**src/rtl/aes_pkg.sv**
```systemverilog
// rtl/aes_pkg.sv - shared AES-128 key-schedule types, widths and round constants
package aes_pkg;

  localparam int AES_BYTES     = 16;
  localparam int AES128_ROUNDS = 10;
  localparam int ROUND_W       = 4;
  localparam int IDX_W         = 4;

  localparam logic [IDX_W-1:0] LAST_IDX = IDX_W'(AES_BYTES - 1);

  typedef enum logic [1:0] {
    ST_IDLE   = 2'd0,
    ST_STREAM = 2'd1,
    ST_EXPAND = 2'd2
  } state_e;

  // Round constant applied when producing round key rnd (1..10).
  function automatic logic [7:0] rcon(input logic [ROUND_W-1:0] rnd);
    case (rnd)
      4'd1:    return 8'h01;
      4'd2:    return 8'h02;
      4'd3:    return 8'h04;
      4'd4:    return 8'h08;
      4'd5:    return 8'h10;
      4'd6:    return 8'h20;
      4'd7:    return 8'h40;
      4'd8:    return 8'h80;
      4'd9:    return 8'h1b;
      4'd10:   return 8'h36;
      default: return 8'h00;
    endcase
  endfunction

endpackage

```
**src/rtl/aes_key_stream_ctrl_if.sv**
```systemverilog
// rtl/aes_key_stream_ctrl_if.sv - key load and round-key byte stream bundle
interface aes_key_stream_ctrl_if;
  import aes_pkg::*;

  logic [127:0]         key_in;
  logic                 key_valid;
  logic                 key_ready;
  logic                 abort;
  logic [7:0]           kb_data;
  logic                 kb_valid;
  logic                 kb_ready;
  logic [ROUND_W-1:0]   kb_round;
  logic [IDX_W-1:0]     kb_idx;
  logic                 kb_last;
  logic                 busy;

  modport master (
    input  key_in, key_valid, abort, kb_ready,
    output key_ready, kb_data, kb_valid, kb_round, kb_idx, kb_last, busy
  );

  modport slave (
    output key_in, key_valid, abort, kb_ready,
    input  key_ready, kb_data, kb_valid, kb_round, kb_idx, kb_last, busy
  );

endinterface

```
**src/rtl/aes_sbox.sv**
```systemverilog
// rtl/aes_sbox.sv - combinational AES S-box (GF(2^8) inverse followed by affine map)
module aes_sbox (
  input  logic [7:0] din,
  output logic [7:0] dout
);

  function automatic logic [7:0] xtime(input logic [7:0] a);
    return {a[6:0], 1'b0} ^ ({8{a[7]}} & 8'h1b);
  endfunction

  function automatic logic [7:0] gf_mul(input logic [7:0] a, input logic [7:0] b);
    logic [7:0] p;
    logic [7:0] aa;
    p  = 8'h00;
    aa = a;
    for (int i = 0; i < 8; i++) begin
      if (b[i]) p = p ^ aa;
      aa = xtime(aa);
    end
    return p;
  endfunction

  function automatic logic [7:0] rotl(input logic [7:0] a, input int k);
    return (a << k) | (a >> (8 - k));
  endfunction

  logic [7:0] x2, x3, x6, x12, x15, x30, x60, x120, x240, x252, inv;

  // Inverse as x^254 via an addition chain; maps 0 to 0 as the S-box requires.
  always_comb begin
    x2   = gf_mul(din, din);
    x3   = gf_mul(x2, din);
    x6   = gf_mul(x3, x3);
    x12  = gf_mul(x6, x6);
    x15  = gf_mul(x12, x3);
    x30  = gf_mul(x15, x15);
    x60  = gf_mul(x30, x30);
    x120 = gf_mul(x60, x60);
    x240 = gf_mul(x120, x120);
    x252 = gf_mul(x240, x12);
    inv  = gf_mul(x252, x2);
    dout = inv ^ rotl(inv, 1) ^ rotl(inv, 2) ^ rotl(inv, 3) ^ rotl(inv, 4) ^ 8'h63;
  end

endmodule

```
**src/rtl/aes_key_stream_ctrl.sv**
```systemverilog
// rtl/aes_key_stream_ctrl.sv - flow-controlled byte-serial AES-128 round-key streamer
module aes_key_stream_ctrl
  import aes_pkg::*;
#(
  parameter int NROUNDS = AES128_ROUNDS
) (
  input  logic                  clk,
  input  logic                  rst,
  aes_key_stream_ctrl_if.master bus
);

  state_e               state_q, state_d;
  logic [127:0]         rk_q, rk_d;
  logic [ROUND_W-1:0]   round_q, round_d;
  logic [IDX_W-1:0]     idx_q, idx_d;

  logic [31:0]          w0, w1, w2, w3;
  logic [31:0]          rot_w, sub_w, t_w;
  logic [31:0]          n0, n1, n2, n3;
  logic                 xfer;
  logic                 final_round;

  assign w0    = rk_q[127:96];
  assign w1    = rk_q[95:64];
  assign w2    = rk_q[63:32];
  assign w3    = rk_q[31:0];
  assign rot_w = {w3[23:0], w3[31:24]};

  for (genvar b = 0; b < 4; b++) begin : g_subword
    aes_sbox u_sbox (
      .din  (rot_w[8*b +: 8]),
      .dout (sub_w[8*b +: 8])
    );
  end

  assign t_w = sub_w ^ {rcon(round_q + 4'd1), 24'h000000};
  assign n0  = w0 ^ t_w;
  assign n1  = w1 ^ n0;
  assign n2  = w2 ^ n1;
  assign n3  = w3 ^ n2;

  assign final_round = (round_q == ROUND_W'(NROUNDS));
  assign xfer        = (state_q == ST_STREAM) && bus.kb_ready;

  always_comb begin
    state_d = state_q;
    rk_d    = rk_q;
    round_d = round_q;
    idx_d   = idx_q;
    case (state_q)
      ST_IDLE: begin
        if (bus.key_valid) begin
          rk_d    = bus.key_in;
          round_d = '0;
          idx_d   = '0;
          state_d = ST_STREAM;
        end
      end
      ST_STREAM: begin
        if (xfer) begin
          if (idx_q != LAST_IDX) begin
            idx_d = idx_q + 4'd1;
          end else if (final_round) begin
            state_d = ST_IDLE;
          end else begin
            state_d = ST_EXPAND;
          end
        end
        // A byte accepted alongside abort still counts; only the state is forced.
        if (bus.abort) state_d = ST_IDLE;
      end
      ST_EXPAND: begin
        if (bus.abort) begin
          state_d = ST_IDLE;
        end else begin
          rk_d    = {n0, n1, n2, n3};
          round_d = round_q + 4'd1;
          idx_d   = '0;
          state_d = ST_STREAM;
        end
      end
      default: state_d = ST_IDLE;
    endcase
  end

  always_ff @(posedge clk or posedge rst) begin
    if (rst) begin
      state_q <= ST_IDLE;
      rk_q    <= '0;
      round_q <= '0;
      idx_q   <= '0;
    end else begin
      state_q <= state_d;
      rk_q    <= rk_d;
      round_q <= round_d;
      idx_q   <= idx_d;
    end
  end

  // Byte 0 is the MSB byte, so the bit offset is 8*(15-idx) = {~idx, 3'b000}.
  assign bus.kb_data   = rk_q[{~idx_q, 3'b000} +: 8];
  assign bus.kb_valid  = (state_q == ST_STREAM);
  assign bus.kb_round  = round_q;
  assign bus.kb_idx    = idx_q;
  assign bus.kb_last   = (state_q == ST_STREAM) && (idx_q == LAST_IDX) && final_round;
  assign bus.key_ready = (state_q == ST_IDLE);
  assign bus.busy      = (state_q != ST_IDLE);

endmodule

```
**src/flat_wrapper.sv**
```systemverilog
// flat-port wrapper written by rule: the top's interface ports become plain ports
module aes_key_stream_ctrl_flat import aes_pkg::*;
#(
  parameter int NROUNDS = AES128_ROUNDS
)
  (clk, rst, bus_key_in, bus_key_valid, bus_abort, bus_kb_ready, bus_key_ready, bus_kb_data, bus_kb_valid, bus_kb_round, bus_kb_idx, bus_kb_last, bus_busy);
  aes_key_stream_ctrl_if bus_i ();
  input  logic clk;
  input  logic rst;
  input wire logic [$bits(bus_i.key_in)-1:0] bus_key_in;
  input wire logic [$bits(bus_i.key_valid)-1:0] bus_key_valid;
  input wire logic [$bits(bus_i.abort)-1:0] bus_abort;
  input wire logic [$bits(bus_i.kb_ready)-1:0] bus_kb_ready;
  output wire logic [$bits(bus_i.key_ready)-1:0] bus_key_ready;
  output wire logic [$bits(bus_i.kb_data)-1:0] bus_kb_data;
  output wire logic [$bits(bus_i.kb_valid)-1:0] bus_kb_valid;
  output wire logic [$bits(bus_i.kb_round)-1:0] bus_kb_round;
  output wire logic [$bits(bus_i.kb_idx)-1:0] bus_kb_idx;
  output wire logic [$bits(bus_i.kb_last)-1:0] bus_kb_last;
  output wire logic [$bits(bus_i.busy)-1:0] bus_busy;
  assign bus_i.key_in = bus_key_in;
  assign bus_i.key_valid = bus_key_valid;
  assign bus_i.abort = bus_abort;
  assign bus_i.kb_ready = bus_kb_ready;
  assign bus_key_ready = bus_i.key_ready;
  assign bus_kb_data = bus_i.kb_data;
  assign bus_kb_valid = bus_i.kb_valid;
  assign bus_kb_round = bus_i.kb_round;
  assign bus_kb_idx = bus_i.kb_idx;
  assign bus_kb_last = bus_i.kb_last;
  assign bus_busy = bus_i.busy;
  aes_key_stream_ctrl #(.NROUNDS(NROUNDS)) u_core (.clk(clk), .rst(rst), .bus(bus_i));
endmodule
```
**config.mk**
```make
export PLATFORM = sky130hd
export DESIGN_NAME = aes_key_stream_ctrl_flat
export DESIGN_NICKNAME = d
export VERILOG_FILES = /design/src/rtl/aes_pkg.sv /design/src/rtl/aes_key_stream_ctrl_if.sv /design/src/rtl/aes_sbox.sv /design/src/rtl/aes_key_stream_ctrl.sv /design/src/flat_wrapper.sv
export SDC_FILE = /design/constraint.sdc
export NUM_CORES = 2
export LEC_CHECK = 0
export CAP_MARGIN = 20
export CORE_MARGIN = 3
export CORE_UTILIZATION = 30
export CTS_CLUSTER_SIZE = 20
export DETAILED_ROUTE_END_ITERATION = 8
export GPL_TIMING_DRIVEN = 0
export PLACE_DENSITY = 0.56
export SYNTH_ARGS = -nofsm -noshare
export SYNTH_HDL_FRONTEND = slang
export SYNTH_SLANG_ARGS = --single-unit
export TNS_END_PERCENT = 20
```
**constraint.sdc**
```tcl
create_clock -name clk -period 40.1 [get_ports clk]
set_clock_uncertainty 0.1 [all_clocks]
set_input_delay 4.01 -clock clk [delete_from_list [all_inputs] [get_ports clk]]
set_output_delay 4.01 -clock clk [all_outputs]
set_load 0.02 [all_outputs]
```
; ---- Word level (Yosys, flattened, before mapping)
; Memories as Yosys holds them, arrays and structs flattened.
; Cells that the tools add are included.
[totals]
n_memories = 1
rom_bits = 128
word_cells = 1056
reg_bits = 138
[classes]
n_addsub = 2
muxes = 369
n_bitwise = 658
shifts = 1
n_reduce_logical = 10
n_eq_ne = 11
[memory_table]
columns = name, words, word_bits, read_ports, rd_clocked_by_memory_dff, write_ports, line
row1 = (name not given), 16, 8, 1, 0, 0, aes_pkg.sv:19  ; case (rnd)
[op_table]
columns = op, count
row1 = two-way mux 8 bit, 352
row2 = XOR 8 bit, 324
row3 = XOR 8 x 5 -> 8 bit, 308
row4 = two-way mux 128 bit, 2
row5 = case mux 128 bit (2 select lines), 1
row6 = XOR 32 bit, 5
row7 = variable part select 128 x 8 -> 8 bit, 1
row8 = bitwise OR 8 x 1 -> 8 bit, 4
row9 = bitwise OR 8 x 2 -> 8 bit, 4
row10 = bitwise OR 8 x 3 -> 8 bit, 4
row11 = bitwise OR 8 x 4 -> 8 bit, 4
row12 = two-way mux 4 bit, 5
row13 = inverter 4 bit, 5
row14 = case mux 4 bit (3 select lines), 1
row15 = two-way mux 2 bit, 5
row16 = "adder 4 x 1 -> 4 bit, second input constant", 2
row17 = "equality test 4 bit, second input constant", 2
row18 = case mux 4 bit (2 select lines), 1
row19 = case mux 2 bit (3 select lines), 1
row20 = AND reduction 3 bit, 2
row21 = AND reduction 5 bit, 1
row22 = "!= test 2 x 1 -> 1 bit, second input constant", 2
row23 = "!= test 2 bit, second input constant", 2
row24 = "!= test 4 bit, second input constant", 1
row25 = 9 further kinds, 12

; ---- Logic depth before layout (Yosys ltp)
[depth]
word_depth = 178
ltp_mapped = 79

; ---- Modules after synthesis
; Synthesis repeated with hierarchy kept, for this count alone.
[hier_totals]
cells_unflattened = 7248
area_unflattened_um2 = 58071.9
[by_module_without_submodules]
columns = mod, cells_per_inst, n_inst, area_per_inst_um2, seq_area_each_um2
row1 = aes_sbox at u_core.g_subword[1].u_sbox ..., 1541, 3, 12036.5, 0.0
row2 = aes_sbox at u_core.g_subword[0].u_sbox, 1527, 1, 12388.1, 0.0
row3 = aes_key_stream_ctrl, 1098, 1, 9574.2, 3453.3

; ---- Worst setup path after synthesis
; No wires, ideal clock.
[synth_timing]
path_type = reg2reg
from = register u_core.rk_q[24]
to = register u_core.rk_q[35]
path_slack_ps = 21255
required_time_ps = 39929
setup_time_ps = 71
stages_incl_launch_ff = 75
synth_period_minus_slack_ps = 18845
arrival_ps = 18674
path_buffers = 13
path_cell_list = dfrtp_1 -> ha_1 -> buf_2 -> xor3_1 -> nand2b_1 -> xnor2_1 -> xnor3_1 -> and4_1 -> a211oi_1 -> xnor2_1 -> xor2_1 -> inv_2 -> clkbuf_1 -> buf_1 -> ha_1 -> clkbuf_1 -> nand2_1 -> xor2_1 -> (+39 left out) -> xor3_1 -> buf_4 -> nand2_1 -> xnor2_1 -> xnor3_1 -> xnor3_1 -> xor2_1 -> xnor3_1 -> buf_2 -> xor2_1 -> a222oi_1 -> xnor3_1 -> xnor2_1 -> xnor3_1 -> buf_4 -> xnor3_1 -> or4_1 -> nand4_1
[synth_between]
elab_chain_cells = 176
[synth_rtl]
columns = item, line
row1 = from (decl), aes_key_stream_ctrl.sv:13  ; logic [127:0] rk_q, rk_d;
row2 = from (signal assigned), aes_key_stream_ctrl.sv:94  ; rk_q <= rk_d;
row3 = two-way mux 8 bit or XOR 8 x 5 -> 8 bit (tied branches), "aes_sbox.sv:17, aes_sbox.sv:8"
row4 = XOR 8 bit, aes_sbox.sv:17  ; if (b[i]) p = p ^ aa;
row5 = two-way mux 8 bit, aes_sbox.sv:17
row6 = XOR 8 bit, aes_sbox.sv:17
row7 = two-way mux 8 bit, aes_sbox.sv:17
row8 = XOR 8 bit, aes_sbox.sv:17
row9 = two-way mux 8 bit, aes_sbox.sv:17
row10 = XOR 8 bit, aes_sbox.sv:17
row11 = (+158 left out), -
row12 = XOR 8 bit (3 in series), aes_sbox.sv:42  ; dout = inv ^ rotl(inv, 1) ^ rotl(inv, 2) ^ rotl(inv, 3) ^ rotl(inv, 4) ^ 8'h63;
row13 = XOR 8 bit *, aes_sbox.sv:42
row14 = XOR 32 bit *, aes_key_stream_ctrl.sv:36  ; assign t_w = sub_w ^ {rcon(round_q + 4'd1), 24'h000000};
row15 = XOR 32 bit *, aes_key_stream_ctrl.sv:37  ; assign n0 = w0 ^ t_w;
row16 = XOR 32 bit *, aes_key_stream_ctrl.sv:38  ; assign n1 = w1 ^ n0;
row17 = XOR 32 bit *, aes_key_stream_ctrl.sv:39  ; assign n2 = w2 ^ n1;
row18 = two-way mux 128 bit *, aes_key_stream_ctrl.sv:73  ; if (bus.abort) begin
row19 = case mux 128 bit (2 select lines) *, aes_key_stream_ctrl.sv:50  ; case (state_q)
; Mark *: on every way between the ends. The rest lies on a longest branch, timed or not. The select of a mux whose other input is x is not followed.
; A chain may end at the register's enable or synchronous reset.

; ---- Worst setup path in the final report
[layout_timing]
from = register u_core.rk_q[31]
to = register u_core.rk_q[7]
[layout_between]
elab_chain_cells = 177
[layout_rtl]
columns = item, line
row1 = XOR 8 x 5 -> 8 bit or two-way mux 8 bit (tied branches), "aes_sbox.sv:8, aes_sbox.sv:17"
row2 = XOR 8 bit, aes_sbox.sv:17
row3 = two-way mux 8 bit, aes_sbox.sv:17
row4 = XOR 8 bit, aes_sbox.sv:17
row5 = two-way mux 8 bit, aes_sbox.sv:17
row6 = XOR 8 bit, aes_sbox.sv:17
row7 = two-way mux 8 bit, aes_sbox.sv:17
row8 = XOR 8 bit, aes_sbox.sv:17
row9 = (+161 left out), -
row10 = XOR 8 bit *, aes_sbox.sv:42
row11 = XOR 32 bit *, aes_key_stream_ctrl.sv:36
row12 = XOR 32 bit *, aes_key_stream_ctrl.sv:37
row13 = XOR 32 bit *, aes_key_stream_ctrl.sv:38
row14 = XOR 32 bit *, aes_key_stream_ctrl.sv:39
row15 = XOR 32 bit *, aes_key_stream_ctrl.sv:40  ; assign n3 = w3 ^ n2;
row16 = two-way mux 128 bit *, aes_key_stream_ctrl.sv:73
row17 = case mux 128 bit (2 select lines) *, aes_key_stream_ctrl.sv:50
; Marks and branches as above.

==> results.tsv <==
metric	value	unit
final_layout_size_suffix_gt1_share	8.15	%
cts_tree	yes	
synthFlopType	dfrtp_1	
synth-adder-area-share	0.780	%
timing.critical_path.mode_cell	xnor2_1	
hold_path.class	reg2reg	
floorplan.initialDensity	30.2	%
h-tree-depth	4	
clk_path_buf_depth	2	
grt_pass1_vias	49069	
muxShareOfSynthArea	5.84	%
yosys.area_share.xor_xnor	47.9	%
rows	158	
wl_per_cell	21.4	um
timing.slew.headroom	22.6	%
grt_util_all_layers	20.5	%
hold_buffers	0	
max_freq	0.0428	GHz
synth_top_family_by_area	XOR/XNOR gates	
outcome	completed	
via_count	51918	
area_growth_syn_to_layout	9.38	%
ys_ff_latch	138	
layout_common_cells	xnor2_1 (1243), nand2_1 (818), nor2_1 (759), xnor3_1 (374), xor2_1 (365)	
tightest_slew	1.16	ns
vias_per_cell	5.42	
dp_hpwl	160000	um
die_h	439	um
gp_congestion	0.996	
overflow	0	
end_kind	flop	
hp-start	u_core.bus.kb_round[3]	
synthArstFlopShare	100	%
post-route-period-util	58.3	%
crit_arrival	23.61	ns
num_io_pins	153	
max-cap-violations	0	
finalSetupViolCount	0	
core	186000	um^2
die_w	439	um
cts_buffers	17	
grt_setup_unrepaired	no	
crit_path_start	u_core.rk_q[31]	
finalCriticalPeriod	23.39	ns
grt_antenna_before_repair	15	
routed_wirelength	205000	um
postRouteAntennaNets	0	
postCtsSetupBuffers	0	
clkSlewWorstSetupHoldPaths	0.06	ns
synth_area	56200	um^2
yosys.area_share.simple	19.9	%
cp_max_fo	10	
portBuffers	152	
synth-edff-count	0	
path_class	reg2reg	
final_common_cell	xnor2_1	
critical-path-max-stage-delay	0.80	ns
drtIter0Drc	5147	
final_nets	7241	
hold_viol	0	
grt_pass1_wl	310000	um
worstPathRequired	40.33	ns
synth_compound_gate_area_share	14.4	%
synth_cell_types	126	
route.detailed.drc	0	
slew_viol_final	0	
fin_tns_setup	0	ns
synth_nets	7062	
dieArea	192000	um^2
r2r_start	u_core.rk_q[31]	
cts_sinks	138	
clkLatencyLatePin	0.46	ns
start_kind	flop	
syn_inst	6894	
grt_max_degree	78	
drt_first_pass_iters	8	
cts-root-buf	clkbuf_16	
synth_area_per_cell	8.15	um^2
ys_warn_count	0	
slowest_stage	xor2_1	
cts_resized	0	
synth_seq_area_share	6.15	%
metal layers:
metal / global-route usage (%) / vias up / share of wire (%)
met5: 0 / - / 0.011
met4: 9.42 / 4 / 5.2
met3: 1.99 / 360 / 5.6
met2: 34.5 / 1935 / 48
met1: 26.4 / 25274 / 41
li1: - / 24345 / -
registers in the layout (all words and copies together), names as in the netlist:
signal / cells
u_core.state_q: 2
u_core.bus.kb_idx: 4
u_core.rk_q: 128
u_core.bus.kb_round: 4
cell usage after synthesis (30+ instances only):
cell type	number	area share [%]
inv_1	83	0.55
xnor2_2	88	2.5
xnor2_1	1243	19
o21ai_1	30	0.27
xor3_1	47	2.0
nand4_1	50	0.56
nand3_1	199	1.8
mux4_2	42	1.7
buf_4	64	0.86
or3_1	39	0.43
nor2_1	759	5.1
a22oi_1	52	0.69
dfrtp_1	138	6.1
o211ai_1	42	0.56
and3_1	39	0.43
xnor3_1	374	15
nor2b_1	89	0.99
nor3_1	175	1.6
xor2_1	365	5.7
or4_1	34	0.45
o2111ai_1	45	0.70
mux2i_1	197	3.5
nand2b_1	67	0.75
clkbuf_1	247	1.7
ha_1	35	0.78
o21ai_0	212	1.9
nor4_1	36	0.40
xor2_2	40	1.2
and2_1	44	0.49
a21oi_1	286	2.5
nand2_1	818	5.5
o22ai_1	60	0.67
a31oi_1	46	0.51
buf_2	136	1.2
critical path: cells and delay by family, from the launching register on:
| kind | cells | cell delay, ns |
|---|---|---|
| adders and majority gates | 7 | 2.63 |
| buffers and inverters | 16 | 4.27 |
| DFF | 1 | 0.39 |
| AOI/OAI and AO/OA | 7 | 1.08 |
| xor gates and xnor gates | 31 | 12.80 |
| and+or+nand+nor | 10 | 1.66 |
| muxes | 2 | 0.32 |
kinds of logic after synthesis:
kind of cell,Yosys count
buffers and inverters,610
AOI/OAI and AO/OA,1183
DFF,138
adders and majority gates,35
and+or+nand+nor,2452
xor gates and xnor gates,2205
muxes,271
worst paths after layout:
check	end	depth (start not counted)	slack (ns)
max in group asynchronous	u_core.rk_q[37]	3	34.96
min reg2reg	u_core.bus.kb_round[3]	2	0.47
min in group asynchronous	u_core.rk_q[76]	2	4.06
min	u_core.bus.kb_round[3]	2	0.47
max	u_core.rk_q[7]	73	16.71
max reg2reg	u_core.rk_q[7]	73	16.71
through the flow:
step / cells / util [%] / cell area [um^2] / hold slack (ns) / setup slack (ns)
after floorplan: 6894 / - / 56200 / 0.385 / 21.25
after global placement: 9526 / 32.7 / 60800 / 0.459 / 17.02
after global routing: 9569 / 33.1 / 61400 / 0.516 / 14.94
final: 9571 / 33.1 / 61400 / 0.473 / 16.71
after CTS: 9561 / 33.0 / 61400 / 0.474 / 16.93
after detailed placement: 9531 / 32.8 / 60900 / 0.456 / 17.01
final cells by class:
class / instances / area, um^2
clock inverters: 12 / 104
fillers: 19615 / 124000
inverters: 118 / 448
well taps: 2480 / 3100
repair buffers: 160 / 1610
clock buffers: 18 / 429
plain buffers: 492 / 2410
flip-flops and latches: 138 / 3450
multi-input cells: 6146 / 49900
diodes: 7 / 17.5
Power is not shown: default switching activity piles up to over one toggle a cycle in this logic, so the estimate is an artifact.
